## src/rtl/rng_client.sv

```systemverilog
// Requester for the RNG word collector: issues one request at a time, buffers
// captured words in a show-ahead FIFO. Optional repetition-count health test: RNG_CLIENT_HEALTH_EN.
module rng_client #(
    parameter int WIDTH     = 2,
    parameter int DEPTH     = 4,
    parameter int TIMEOUT   = 255,
    parameter int REP_LIMIT = 8
) (
    input  logic                   clk,
    input  logic                   reset,
    input  logic                   en,
    output logic                   rng_req,
    input  logic [WIDTH-1:0]       rng_word,
    input  logic                   rng_valid,
    output logic [WIDTH-1:0]       out_data,
    output logic                   out_valid,
    input  logic                   out_ready,
    output logic [$clog2(DEPTH):0] fill,
    output logic                   timeout_err,
    output logic                   health_fail
);

    localparam int AW = $clog2(DEPTH);
    localparam int FW = AW + 1;
    localparam int TW = 16;

    typedef enum logic {
        IDLE,
        WAIT
    } state_t;

    state_t            state;
    logic [TW-1:0]     timer;
    logic [WIDTH-1:0]  mem [DEPTH];
    logic [AW-1:0]     wr_ptr;
    logic [AW-1:0]     rd_ptr;
    logic              capture;
    logic              reject;
    logic              push;
    logic              pop;

    // A word is only taken while a live, enabled request is outstanding.
    assign capture   = (state == WAIT) && en && rng_valid;
    assign push      = capture && !reject;
    assign out_valid = (fill != '0);
    assign pop       = out_valid && out_ready;
    assign out_data  = mem[rd_ptr];

    always_ff @(posedge clk) begin
        if (reset) begin
            state       <= IDLE;
            rng_req     <= 1'b0;
            timer       <= '0;
            timeout_err <= 1'b0;
        end else begin
            case (state)
                IDLE: begin
                    if (en && (fill < FW'(DEPTH)) && !health_fail) begin
                        state   <= WAIT;
                        rng_req <= 1'b1;
                        timer   <= '0;
                    end
                end
                WAIT: begin
                    if (!en) begin
                        state   <= IDLE;
                        rng_req <= 1'b0;
                        timer   <= '0;
                    end else if (rng_valid) begin
                        state   <= IDLE;
                        rng_req <= 1'b0;
                        timer   <= '0;
                    end else if (timer == TW'(TIMEOUT - 1)) begin
                        state       <= IDLE;
                        rng_req     <= 1'b0;
                        timer       <= '0;
                        timeout_err <= 1'b1;
                    end else begin
                        timer <= timer + 1'b1;
                    end
                end
                default: begin
                    state   <= IDLE;
                    rng_req <= 1'b0;
                    timer   <= '0;
                end
            endcase
        end
    end

    always_ff @(posedge clk) begin
        if (reset) begin
            wr_ptr <= '0;
            rd_ptr <= '0;
            fill   <= '0;
            for (int unsigned i = 0; i < DEPTH; i++) begin
                mem[i] <= '0;
            end
        end else begin
            if (push) begin
                mem[wr_ptr] <= rng_word;
                wr_ptr      <= wr_ptr + 1'b1;
            end
            if (pop) begin
                rd_ptr <= rd_ptr + 1'b1;
            end
            case ({push, pop})
                2'b10:   fill <= fill + 1'b1;
                2'b01:   fill <= fill - 1'b1;
                default: fill <= fill;
            endcase
        end
    end

`ifdef RNG_CLIENT_HEALTH_EN
    localparam int RW = $clog2(REP_LIMIT + 1);

    logic [WIDTH-1:0] last_word;
    logic [RW-1:0]    run;
    logic [RW-1:0]    run_next;

    // run starts at 0, so the first capture after reset always yields a run of 1.
    always_comb begin
        run_next = RW'(1);
        if (rng_word == last_word) begin
            run_next = run + 1'b1;
        end
    end

    assign reject = capture && (run_next == RW'(REP_LIMIT));

    always_ff @(posedge clk) begin
        if (reset) begin
            last_word   <= '0;
            run         <= '0;
            health_fail <= 1'b0;
        end else if (capture) begin
            last_word <= rng_word;
            run       <= run_next;
            if (reject) begin
                health_fail <= 1'b1;
            end
        end
    end
`else
    assign reject      = 1'b0;
    assign health_fail = 1'b0;
`endif

endmodule

```

## config.mk

```make
export PLATFORM = sky130hd
export DESIGN_NAME = rng_client
export DESIGN_NICKNAME = d
export VERILOG_FILES = /design/src/rtl/rng_client.sv
export SDC_FILE = /design/constraint.sdc
export NUM_CORES = 1
export LEC_CHECK = 0
export BUFFER_PORTS_ARGS = -buffer_cell sky130_fd_sc_hd__buf_2
export CORE_ASPECT_RATIO = 2
export CORE_MARGIN = 5
export CORE_UTILIZATION = 53
export DETAILED_ROUTE_END_ITERATION = 8
export HOLD_SLACK_MARGIN = 0.12
export PLACE_DENSITY_LB_ADDON = 0.08
export RECOVER_POWER = 50
export SLEW_MARGIN = 20
export SYNTH_ARGS = -nofsm -noshare
export SYNTH_HDL_FRONTEND = slang
export SYNTH_SLANG_ARGS = --single-unit
```

## constraint.sdc

```tcl
create_clock -name clk -period 4.2 [get_ports clk]
set_input_delay 0.63 -clock clk [delete_from_list [all_inputs] [get_ports clk]]
set_output_delay 0.63 -clock clk [all_outputs]
set_load 0.01 [all_outputs]
```

==> flow_metrics.tcl <==
set metrics [dict create \
    clk_pin_slew_worst_paths_ns 0.08 \
    tightest_slew_ns 0.617 \
    start_util_pct 54.9 \
    dieArea_mm2 0.00485 \
    drt_iter0_drc 41 \
    grt_overflow 0 \
    synth_top_area_cell "dfxtp_1" \
    drt-vias-per-instance 6.27 \
    leakage_nw 0.681 \
    synth_edf_count 8 \
    worstSetupStartpointType "input pin" \
    drcViolationCount 0 \
    ant_nets 0 \
    syn_nets 210 \
    clockBufferDepth 2 \
    seqPwrFrac_pct 55.2 \
    fp.dieW_um 51.8 \
    criticalPathCategory "in2reg" \
    grtUsageTotal_pct 19.0 \
    final.setup.tns_ns 0 \
    cts.sinks 36 \
    antenna_cells 0 \
    relSlewSlack_pct 58.6 \
    cts_tree "built" \
    p_switching_mw 0.170 \
    dr.pass1.iters 4 \
    cp.required_ns 4.42 \
    ys_types 42 \
    switching_share_pct 25.3 \
    syn_area_mm2 0.00185 \
    io_buffers 14 \
    finalSetupViolations 0 \
    p_comb_share_pct 8.3 \
    rsz0062_at_grt "no" \
    yosysWarnings 0 \
    async_reset_ff_share_pct 0 \
    final_nets 220 \
    timing.final.crit_share_pct 51.4 \
    io_pins 16 \
    grt_max_degree 27 \
    clk_latency_ns 0.29 \
    cts_buffers 5 \
    cts.htree.levels 2 \
    globalplace.congestion 0.813 \
    cts.repair.resized 0 \
    drive_gt1_share_pct 12.9 \
    fin_crit_ns 2.16 \
    hpwl_um 3080 \
    max_freq_ghz 0.463 \
    die_y_um 93.7 \
    grt_pass1_wl_um 6970 \
    synth_common_cells "28 x dfxtp_1, 21 x nor2_1, 14 x a31oi_1, 14 x nand2_1, 11 x inv_1" \
    rows 30 \
    maxCapViolCount 0 \
    coreArea_mm2 0.00338 \
    area_growth_pct 6.14 \
    outcome "finished, final reports clean" \
    wirelength_um 4090 \
    internal_power_mw 0.502 \
    ctsHoldBuffers 0 \
    holdWs_ns 0.484 \
    pwr-share-clk_pct 36.5 \
    power_density_mw_per_mm2 341 \
    syn_avg_cell_area_um2 9.32 \
    synth_flop_cell "dfxtp_1" \
    routedWlPerCell_um 16.9 \
    clock_skew_ns 0.00575 \
    seq_area_frac_synth_pct 43.2 \
    ir_drop_mv 0.268 \
    yosysMostFrequentCell "dfxtp_1" \
    ys_seq_elements 36 \
    crit_fanout 6 \
    cts_setup_buffers 0 \
    cts-root-buf "clkbuf_8" \
    hold_viol_final 0 \
    worstPathArrival_ns 2.38 \
    synth_top_area_share_pct 30.2 \
    worst_setup_path_end_kind "flip-flop" \
    synthCells 199 \
    route.vias.total 1518 \
    grt_pass1_vias 1527 \
    drv_slew 0 \
    antenna_found_initial 0 \
    synthTopCellsByArea "dfxtp_1 30%, edfxtp_1 13%, a31oi_1 4.7%" \
    final.fill_count 327 \
    hold_path_class "reg2reg" \
]
-- routing by layer --
layer / up-vias / track usage (%) / share of wire [%]
met5: - / 0 / 0
met4: 0 / 9.63 / 3.4
met3: 13 / 3.50 / 2.4
met2: 25 / 36.2 / 57
met1: 731 / 18.2 / 37
li1: 749 / - / -
-- cells by family (layout without fill, tap and decap cells) --
group	count (synthesis)	count (layout)	share of synthesized area, %
XOR/XNOR	8	8	3.78
AO/OA/AOI/OAI	37	37	13.8
adder cells (fa/ha/maj)	4	4	3.10
AND/OR/NAND/NOR	88	88	26.7
multiplexers	2	2	2.43
other	1	1	0.202
flip-flops	36	36	43.2
buffers and inverters	23	34	6.82
-- cell type report --
type / count / area (um2) / area share, %
multi-input cells: 140 / 927 / 47.1
clock buffers: 5 / 68.8 / 3.50
inverters: 11 / 41.3 / 2.10
repair buffers: 15 / 71.3 / 3.62
clock inverters: 3 / 18.8 / 0.954
flip-flops and latches: 36 / 801 / 40.7
well taps: 32 / 40.0 / 2.03
-- worst paths after layout --
kind	to	slack, ns	start	cells after the start
min	timer[15]	0.48	timer[15]	1
max reg2reg	fill[2]	2.09	state	8
min reg2reg	timer[15]	0.48	timer[15]	1
max	fill[2]	2.04	en	9
-- cell usage in the layout, fill, tap and decap left out, types with 4 or more instances in the layout --
cell and instances:
nor2_1 21, dfxtp_1 28, edfxtp_1 8, and3_1 4
nand2b_1 6, or3_1 5, clkbuf_1 5, xor2_1 6
nand4_1 8, buf_2 9, nand2_1 14, a41oi_1 5
clkbuf_8 5, inv_1 11, nand3_1 10, a31oi_1 14
nor3_1 4
-- power by group through the flow --
stage          registers (mW)  logic [mW]  clock network (mW)
4_1_cts                 0.371      0.0572               0.252
6_report                0.371      0.0556               0.245
5_1_grt                 0.373      0.0631               0.266
3_3_place_gp            0.378      0.0549                   0
3_5_place_dp            0.379      0.0568                   0
2_1_floorplan           0.377      0.0415                   0
-- state kept, by name (all words and copies together) (netlist names), named ones only --
| register | cells |
|---|---|
| rng_req | 1 |
| mem | 8 |
| timer | 16 |
| wr_ptr | 2 |
| fill | 3 |
| state | 1 |
| timeout_err | 1 |
| rd_ptr | 2 |
-- through the flow --
stage / power (mW) / utilization (%) / setup slack (ns) / cell area, um2 / std cells
after floorplan: 0.419 / - / 2.02 / 1850 / 199
after global placement: 0.433 / 55.9 / 1.82 / 1890 / 234
after detailed placement: 0.436 / 55.9 / 1.73 / 1890 / 234
after CTS: 0.680 / 58.4 / 2.04 / 1970 / 242
after global routing: 0.702 / 58.3 / 1.94 / 1970 / 242
final: 0.671 / 58.3 / 2.04 / 1970 / 242
-- worst max-delay path, cell delays in order --
cell     delay [ns]
buf_2          0.11
and3_1         0.23
inv_1          0.17
ha_1           0.20
inv_1          0.06
fa_1           0.37
xor2_1         0.16
or3_1          0.30
a21oi_1        0.15
No activity file was read; power rests on OpenSTA's default activity.
